## src/rtl/bnn_pkg.sv

```systemverilog
// Shared constants and FSM state encoding for the bnn_fc job scheduler.
package bnn_pkg;
  localparam int IN_W    = 400;
  localparam int N_CLASS = 10;
  localparam int DEPTH   = 4;
  localparam int TAG_W   = 4;
  localparam int TIMEOUT = 64;

  localparam logic [3:0] CLASS_NONE = 4'hF;

  typedef enum logic [2:0] {
    IDLE     = 3'd0,
    WAIT     = 3'd1,
    HOLD     = 3'd2,
    HOLD_ERR = 3'd3,
    DRAIN    = 3'd4
  } state_t;
endpackage

```

## src/rtl/bnn_job_fifo.sv

```systemverilog
// Job queue: DEPTH entries of {tag, vector}; head is read straight from the storage registers.
module bnn_job_fifo #(
  parameter int DEPTH = 4,
  parameter int W     = 404
) (
  input  logic                   clk,
  input  logic                   rst_n,
  input  logic                   i_push,
  input  logic [W-1:0]           i_data,
  input  logic                   i_pop,
  output logic [W-1:0]           o_head,
  output logic [$clog2(DEPTH):0] o_count,
  output logic                   o_full,
  output logic                   o_empty
);
  localparam int AW = $clog2(DEPTH);

  logic [W-1:0]  r_mem [DEPTH];
  logic [AW-1:0] r_wptr;
  logic [AW-1:0] r_rptr;
  logic [AW:0]   r_count;
  logic          w_push;
  logic          w_pop;

  assign o_full  = (r_count == (AW+1)'(DEPTH));
  assign o_empty = (r_count == '0);
  // Full blocks a push even when a pop happens in the same cycle.
  assign w_push  = i_push && !o_full;
  assign w_pop   = i_pop && !o_empty;
  assign o_head  = r_mem[r_rptr];
  assign o_count = r_count;

  always_ff @(posedge clk) begin
    if (w_push) r_mem[r_wptr] <= i_data;
  end

  always_ff @(posedge clk or negedge rst_n) begin
    if (!rst_n) begin
      r_wptr  <= '0;
      r_rptr  <= '0;
      r_count <= '0;
    end else begin
      if (w_push) r_wptr <= r_wptr + 1'b1;
      if (w_pop)  r_rptr <= r_rptr + 1'b1;
      case ({w_push, w_pop})
        2'b10:   r_count <= r_count + 1'b1;
        2'b01:   r_count <= r_count - 1'b1;
        default: r_count <= r_count;
      endcase
    end
  end
endmodule

```

## src/rtl/bnn_fc_sched.sv

```systemverilog
// Queues tagged feature vectors, issues them one at a time to bnn_fc and
// returns tagged class results; a watchdog converts a hung job into an error result.
module bnn_fc_sched #(
  parameter int IN_W    = bnn_pkg::IN_W,
  parameter int N_CLASS = bnn_pkg::N_CLASS,
  parameter int DEPTH   = bnn_pkg::DEPTH,
  parameter int TAG_W   = bnn_pkg::TAG_W,
  parameter int TIMEOUT = bnn_pkg::TIMEOUT
) (
  input  logic                   clk,
  input  logic                   reset,
  input  logic                   s_valid,
  output logic                   s_ready,
  input  logic [IN_W-1:0]        s_vector,
  input  logic [TAG_W-1:0]       s_tag,
  output logic                   fc_in_valid,
  output logic [IN_W-1:0]        fc_input_vector,
  input  logic                   fc_ready,
  input  logic                   fc_busy,
  input  logic                   fc_out_valid,
  input  logic [N_CLASS-1:0]     fc_out_vector,
  output logic                   m_valid,
  input  logic                   m_ready,
  output logic [N_CLASS-1:0]     m_scores,
  output logic [3:0]             m_class,
  output logic [TAG_W-1:0]       m_tag,
  output logic                   m_err,
  output logic [$clog2(DEPTH):0] q_count,
  output logic                   sched_busy
);
  import bnn_pkg::*;

  localparam int TW = $clog2(TIMEOUT) + 1;

  state_t                r_state;
  logic                  r_live;
  logic [TW-1:0]         r_timer;
  logic [TAG_W-1:0]      r_job_tag;
  logic                  r_fc_in_valid;
  logic [IN_W-1:0]       r_fc_vec;
  logic                  r_m_valid;
  logic [N_CLASS-1:0]    r_m_scores;
  logic [3:0]            r_m_class;
  logic [TAG_W-1:0]      r_m_tag;
  logic                  r_m_err;

  logic [IN_W+TAG_W-1:0] w_head;
  logic [IN_W-1:0]       w_head_vec;
  logic [TAG_W-1:0]      w_head_tag;
  logic [$clog2(DEPTH):0] w_count;
  logic                  w_full;
  logic                  w_empty;
  logic                  w_push;
  logic                  w_issue;
  logic [3:0]            w_enc;

  // s_ready stays low through the first cycle after reset release.
  assign s_ready    = r_live && !w_full;
  assign w_push     = s_valid && s_ready;
  assign w_issue    = (r_state == IDLE) && r_live && !w_empty && fc_ready && !fc_busy;
  assign {w_head_tag, w_head_vec} = w_head;

  bnn_job_fifo #(
    .DEPTH (DEPTH),
    .W     (IN_W + TAG_W)
  ) u_fifo (
    .clk     (clk),
    .rst_n   (reset),
    .i_push  (w_push),
    .i_data  ({s_tag, s_vector}),
    .i_pop   (w_issue),
    .o_head  (w_head),
    .o_count (w_count),
    .o_full  (w_full),
    .o_empty (w_empty)
  );

  // Lowest set bit wins: scan from the top so bit 0 overrides last.
  always_comb begin
    w_enc = CLASS_NONE;
    for (int i = N_CLASS - 1; i >= 0; i--) begin
      if (fc_out_vector[i]) w_enc = 4'(i);
    end
  end

  always_ff @(posedge clk or negedge reset) begin
    if (!reset) begin
      r_state       <= IDLE;
      r_live        <= 1'b0;
      r_timer       <= '0;
      r_job_tag     <= '0;
      r_fc_in_valid <= 1'b0;
      r_fc_vec      <= '0;
      r_m_valid     <= 1'b0;
      r_m_scores    <= '0;
      r_m_class     <= CLASS_NONE;
      r_m_tag       <= '0;
      r_m_err       <= 1'b0;
    end else begin
      r_live        <= 1'b1;
      r_fc_in_valid <= 1'b0;
      case (r_state)
        IDLE: begin
          // bnn_fc still busy right after reset means a stale job: drain it first.
          if (!r_live && fc_busy) begin
            r_state <= DRAIN;
          end else if (w_issue) begin
            r_fc_vec      <= w_head_vec;
            r_fc_in_valid <= 1'b1;
            r_job_tag     <= w_head_tag;
            r_timer       <= '0;
            r_state       <= WAIT;
          end
        end
        WAIT: begin
          r_timer <= r_timer + 1'b1;
          if (fc_out_valid) begin
            r_m_scores <= fc_out_vector;
            r_m_class  <= w_enc;
            r_m_tag    <= r_job_tag;
            r_m_err    <= 1'b0;
            r_m_valid  <= 1'b1;
            r_state    <= HOLD;
          end else if (r_timer == TW'(TIMEOUT - 1)) begin
            r_m_scores <= '0;
            r_m_class  <= CLASS_NONE;
            r_m_tag    <= r_job_tag;
            r_m_err    <= 1'b1;
            r_m_valid  <= 1'b1;
            r_state    <= HOLD_ERR;
          end
        end
        HOLD: begin
          if (m_ready) begin
            r_m_valid <= 1'b0;
            r_state   <= IDLE;
          end
        end
        HOLD_ERR: begin
          if (m_ready) begin
            r_m_valid <= 1'b0;
            r_state   <= DRAIN;
          end
        end
        DRAIN: begin
          if (!fc_busy && fc_ready) r_state <= IDLE;
        end
        default: r_state <= IDLE;
      endcase
    end
  end

  assign fc_in_valid     = r_fc_in_valid;
  assign fc_input_vector = r_fc_vec;
  assign m_valid         = r_m_valid;
  assign m_scores        = r_m_scores;
  assign m_class         = r_m_class;
  assign m_tag           = r_m_tag;
  assign m_err           = r_m_err;
  assign q_count         = w_count;
  assign sched_busy      = (r_state != IDLE) || !w_empty;
endmodule
```

## config.mk

```make
export PLATFORM = sky130hd
export DESIGN_NAME = bnn_fc_sched
export DESIGN_NICKNAME = d
export VERILOG_FILES = /design/src/rtl/bnn_pkg.sv /design/src/rtl/bnn_job_fifo.sv /design/src/rtl/bnn_fc_sched.sv
export SDC_FILE = /design/constraint.sdc
export NUM_CORES = 2
export LEC_CHECK = 0
export BUFFER_PORTS_ARGS = -buffer_cell sky130_fd_sc_hd__buf_2
export CAP_MARGIN = 20
export CORE_MARGIN = 8
export CORE_UTILIZATION = 53
export CTS_BUF_LIST = sky130_fd_sc_hd__clkbuf_8
export DETAILED_ROUTE_END_ITERATION = 8
export PLACE_DENSITY = 0.84
export SYNTH_ARGS = -nofsm -noshare
export SYNTH_HDL_FRONTEND = slang
export SYNTH_SLANG_ARGS = --single-unit
```

## constraint.sdc

```tcl
create_clock -name clk -period 13.2 [get_ports clk]
set_clock_uncertainty 0.1 [all_clocks]
set_input_delay 0.66 -clock clk [delete_from_list [all_inputs] [get_ports clk]]
set_output_delay 0.66 -clock clk [all_outputs]
set_load 0.05 [all_outputs]
```

**Word level (Yosys, flattened, before mapping)**

Memories as Yosys holds them, arrays and structs flattened. A register that Yosys moved wholly into a read port is not among the register bits.
Index checks and enable logic that the tools add are counted.

- RAM bits: 1,616
- Memories: 1
- Register bits: 39
- Bits of input ports: 421
- Logic and storage cells: 102

- Equal/unequal tests: 16
- $add $sub $neg: 5
- Reductions and logical operators: 29
- Bitwise logic cells: 1
- Muxes and demuxes: 38

Memory list:

| memory | words | width | read ports | clocked after Yosys merged registers in | write ports | RTL line | text |
|---|---|---|---|---|---|---|---|
| u_fifo.r_mem | 4 | 404 | 1 | 1 | 1 | bnn_job_fifo.sv:18 | `logic [W-1:0] r_mem [DEPTH];` |

Operators with widths:

| cell | number |
|---|---|
| $mux W4 | 12 |
| $mux W3 | 9 |
| $mux W10 | 2 |
| $pmux W3 S5 | 1 |
| $mux W7 | 2 |
| $pmux W7 S2 | 1 |
| $logic_and A1 B1 Y1 | 10 |
| $mux W1 | 9 |
| $reduce_and A3 Y1 | 3 |
| $ne A2 B2 Y1 const B | 4 |
| $reduce_bool A2 Y1 | 4 |
| $add A7 B1 Y7 const B | 1 |
| $eq A7 B6 Y1 const B | 1 |
| $eq A3 B2 Y1 const B | 2 |
| $eq A3 B3 Y1 const B | 2 |
| $logic_not A3 Y1 | 2 |
| $pmux W3 S2 | 1 |
| $logic_not A1 Y1 | 5 |
| $reduce_and A5 Y1 | 1 |
| $add A2 B1 Y2 const B | 2 |
| $ne A2 B1 Y1 const B | 2 |
| $add A3 B1 Y3 const B | 1 |
| $eq A3 B1 Y1 const B | 1 |
| $ne A3 B1 Y1 const B | 1 |
| 10 further kinds | 10 |

**Logic depth before layout (Yosys ltp)**

- Depth after elaboration: 11
- Depth in mapped cells: 11
- Gate-level depth less buffers: 10

**Hierarchy**

From an unflattened synthesis, not the netlist that was laid out.

- Cell total of the unflattened synthesis: 3,985
- Area, all modules: 75,258.4 µm²

By module, submodules not included:

| module | instances | cells each | seq. area each (µm²) | area each (µm²) |
|---|---|---|---|---|
| bnn_job_fifo | 1 | 2,147 | 48,701.7 | 58,727.6 |
| bnn_fc_sched | 1 | 1,838 | 10,915.5 | 16,530.9 |

**Least setup slack after synthesis**

No wires, ideal clock.

- Kind: register to register
- From: register u_fifo.r_count[0] (netlist: u_fifo.o_count[0])
- To: memory u_fifo.r_mem[0][0], enable pin
- Period minus slack after synthesis: 12,143 ps
- Library setup time: 823 ps
- Path buffers: 0
- Stages on the path, launching flop included: 4
- Path slack: 1,057 ps
- Required time: 12,277 ps
- Arrival: 11,220 ps
- Path through: dfrtp_1 inv_1 a31oi_1 and3_1

- Cells in the longest elaborated chain, start to end: 7

Ends and longest elaborated chain:

| element | RTL line | text |
|---|---|---|
| start: declaration | bnn_job_fifo.sv:21 | `logic [AW:0] r_count;` |
| start signal: assignment | bnn_job_fifo.sv:46 | `2'b10: r_count <= r_count + 1'b1;` |
| start signal: assignment | bnn_job_fifo.sv:47 | `2'b01: r_count <= r_count - 1'b1;` |
| start signal: assignment | bnn_job_fifo.sv:48 | `default: r_count <= r_count;` |
| $eq A3 B3 Y1 | bnn_job_fifo.sv:25 | `assign o_full = (r_count == (AW+1)'(DEPTH));` |
| $logic_not A1 Y1 | bnn_fc_sched.sv:58 | `assign s_ready = r_live && !w_full;` |
| $logic_and A1 B1 Y1 | bnn_fc_sched.sv:58 |  |
| net s_ready | bnn_fc_sched.sv:13 | `output logic s_ready,` |
| $logic_and A1 B1 Y1 | bnn_fc_sched.sv:59 | `assign w_push = s_valid && s_ready;` |
| $logic_and A1 B1 Y1 | bnn_job_fifo.sv:28 | `assign w_push = i_push && !o_full;` |
| $mux W1 | bnn_job_fifo.sv:34 | `if (w_push) r_mem[r_wptr] <= i_data;` |
| $mux W1 (implied by the code) | bnn_job_fifo.sv:34 |  |
| end: declaration | bnn_job_fifo.sv:18 |  |

The timed path passes the listed nets, and every way through them passes these cells.

**Final worst setup path**

- From: register r_state[1]
- To: register r_fc_vec[363] (netlist: fc_input_vector[363])

- Cells in the longest elaborated chain, start to end: 6

Ends and longest elaborated chain:

| element | RTL line | text |
|---|---|---|
| start: declaration | bnn_fc_sched.sv:35 | `state_t r_state;` |
| start signal: assignment | bnn_fc_sched.sv:88 | `r_state <= IDLE;` |
| start signal: assignment | bnn_fc_sched.sv:106 | `r_state <= DRAIN;` |
| start signal: assignment | bnn_fc_sched.sv:112 | `r_state <= WAIT;` |
| $logic_not A3 Y1 (*) | bnn_fc_sched.sv:60, bnn_fc_sched.sv:102 |  |
| $logic_and A1 B1 Y1 (4 in a row) | bnn_fc_sched.sv:60 | `assign w_issue = (r_state == IDLE) && r_live && !w_empty && fc_ready && !fc_busy;` |
| $reduce_and A3 Y1 (no line) (*) | - |  |
| end signal: assignment | bnn_fc_sched.sv:108 | `r_fc_vec <= w_head_vec;` |
| end: declaration | bnn_fc_sched.sv:40 | `logic [IN_W-1:0] r_fc_vec;` |

Mark *: on every way between the ends. The rest lies on a longest branch, timed or not.
A chain may end at the register's enable or synchronous reset.

==> results.md <==
* Peak VDD IR at 0.2164 mV
* Mux contribution to synthesized area at 19.34%
* Initial antenna violation count at 37
* Synth Register Bits at 2059
* Grt ovf at 0
* Post-Syn Area at 76520 sq um
* Largest net degree at the start of global routing at 134
* Post-synthesis adder-cell area fraction at 0.1243%
* Commonest non-fill, non-tap cell in the layout: edfxtp_1
* Hold Path Class: in2reg
* Syn nets at 3553
* Ys flop type: edfxtp_1
* Dpl hpwl at 104500 um
* Worst Setup End Kind: register
* Worst Setup Start Kind: register
* RSZ-0062 raised after global routing: false
* Netlist cell types at 52
* Clk Latency, worst-skew pair at 0.98 ns
* Vias per inst at 5.752
* Worst-path clk slew at 0.07 ns
* TritonCTS Sinks at 2059
* Drt wl/cell at 28.12 um
* Area leader, netlist: edfxtp_1
* Crit share post-route at 37.90%
* Vias in the first global route at 42591
* Syn Area/Cell at 24.49 sq um
* Design Area, Final at 93040 sq um
* WP data arrival at 5.72 ns
* Outcome: complete, no violations
* Critical Path RT at 13.91 ns
* TNS Setup at 0 ns
* Synth top area share at 63.42%
* CTS H-tree lvls at 5
* CTS tree: yes
* FFs w/ async S/R, synth at 21.52%
* Slew margin rel. at 26.07%
* CTS resizes at 0
* Fillers at 8522
* Largest family of logic cells by synthesized area: multiplexers
* Via Count at 39331
* Share of layout cells above drive strength 1 at 44.19%
* Synth warnings at 0
* CTS buffer count at 330
* FMAX at 0.1999 GHz
* Mapped Cells at 3125
* Endpoints failing setup at 0
* Leak pwr at 34.49 nW
* Hold Vio Cnt, Final at 0
* First-pass GRT wire length at 280000 um
* Initial DRC count at 3194
* Max-slew violations at 0
* # rows at 139
* Clock Tree Buf Depth at 4
* Die extent in x at 396.0 um
* Layout area overhead at 21.60%
* Sequential fraction of the synthesis area at 77.91%
* Worst Tran Pin Value at 1.109 ns
* Util after Layout at 64.85%
* Final min period at 5.003 ns
* Die Ht at 396.0 um
* Post-synthesis simple-gate area fraction at 0.3712%
* Inst Count DP at 5783
* DR DRC count at 0
* EDFF count, synth at 1616
* Post-CTS setup buffer count at 0
* Crit Path Class: reg2reg
* Footprint of the multi-input gates at 15560 sq um
* Dpl cell area at 82330 sq um
* Post-route ant nets at 0
* First-pass detailed-route iteration total at 5
* Post-synthesis compound-gate area fraction at 0.3483%
* Worst Path Max Fanout at 44
* CTS root buffer: clkbuf_8
* CTS Hold Bufs at 420
* I/O Buffers at 846
* Reg area at 59620 sq um
* Die area at 156800 sq um
* Non-Filler Instances at 6838
* XOR/XNOR Fraction of Synth Area at 0.1145%
* WL final at 192300 um
* Placer Congestion at 0.8123
* Most frequent cells in the layout: edfxtp_1, buf_2, dfrtp_1, dlygate4sd3_1, mux4_2
* Max_cap viols at 0
* Global router's overall resource usage at 23.73%
* Core area at 143500 sq um
* Initial Utilization at 53.33%
* PwrDens at 232.4 nW/um^2
* Synth area leaders: edfxtp_1, dfrtp_1, mux4_2, mux2_4, mux2_2
* I/O Pins at 847
* NumNets Final at 5061
-- path summary, 6_finish.rpt --
kind                                                   from                                to  cells past startpoint  slack (ns)
setup / recovery                     r_state[1]$_DFFE_PN0P_  fc_input_vector[363]$_DFFE_PN0P_                      7        8.20
hold / removal                                 fc_out_valid            m_class[1]$_DFFE_PN1P_                      3        0.15
setup reg to reg                     r_state[1]$_DFFE_PN0P_  fc_input_vector[363]$_DFFE_PN0P_                      7        8.20
hold reg to reg            fc_input_vector[315]$_DFFE_PN0P_  fc_input_vector[315]$_DFFE_PN0P_                      1        0.40
max in group asynchronous                             reset  fc_input_vector[372]$_DFFE_PN0P_                      5        9.69
min in group asynchronous                             reset  fc_input_vector[219]$_DFFE_PN0P_                      2        0.20
-- area by class of cell --
cell class | instances | area share (%)
clock buffer | 385 | 5.695
sequential | 2059 | 64.08
antenna | 43 | 0.1156
timing repair buffer | 1315 | 9.626
inverter | 11 | 0.04438
tap | 1903 | 2.559
clock inverter | 206 | 1.155
multi-input combinational | 916 | 16.72
-- power by group --
part / switching, mW / internal [mW]
Combinational: 4.61 / 2.68
Sequential: 0.761 / 8.28
Clock: 2.53 / 2.78
Total: 7.89 / 13.7
-- per-stage QoR --
step | hold slack, ns | setup WS [ns] | power, mW
2_1_floorplan | 0.2644 | 1.057 | 14.53
3_3_place_gp | 0.3673 | 8.220 | 15.96
3_5_place_dp | 0.3773 | 8.131 | 16.16
4_1_cts | 0.002129 | 8.376 | 21.50
5_1_grt | 0.04883 | 8.075 | 22.34
6_report | 0.1509 | 8.197 | 21.63
-- cell usage after synthesis, drive strengths merged, types with 2 or more instances --
master      n
clkbuf     40
ha          6
xnor2       3
inv        11
nor2       13
mux4      404
nand2       8
nand2b      4
nand3b      2
buf        99
xor2        7
o31ai       2
edfxtp   1616
a22o       11
dfrtp     439
a2bb2oi     4
and3        5
dfstp       4
nor3        3
a31oi       2
o21ai       7
nand4       2
a21oi       4
mux2      409
nor3b       4
-- worst max-delay path, cell delays in order (launching register included) --
cell     delay (ns)
dfrtp_1        0.53
nor3_4         0.35
nor3b_4        0.24
buf_4          0.68
buf_4          0.79
buf_4          0.82
buf_4          0.84
mux2_4         0.36
-- logic make-up (layout without fill, tap and decap cells) --
family / after synthesis / after routing
AO/OA/AOI/OAI: 36 / 36
XOR/XNOR: 10 / 10
adder cells (fa/ha/maj): 7 / 7
buffers and inverters: 150 / 1917
flip-flops: 2059 / 2059
multiplexers: 814 / 814
other: 1 / 44
AND/OR/NAND/NOR: 48 / 48
-- routing by layer --
| metal | track usage, % | vias to the layer above | wire length [um] |
|---|---|---|---|
| li1 | - | 15989 | - |
| met4 | 11.71 | 4 | 10090 |
| met5 | 0 | - | 23 |
| met2 | 41.15 | 2273 | 100700 |
| met1 | 27.80 | 20536 | 66760 |
| met3 | 5.671 | 529 | 14760 |
-- state kept, by name (all words and copies together), names as in the netlist --
signal,cells
fc_in_valid,1
m_class,4
m_scores,10
u_fifo.r_rptr,2
m_tag,4
u_fifo.o_count,3
u_fifo.r_wptr,2
r_state,3
r_timer,7
m_err,1
r_job_tag,4
m_valid,1
r_live,1
u_fifo.r_mem,1616
fc_input_vector,400
(Power assumes the default switching activity.)
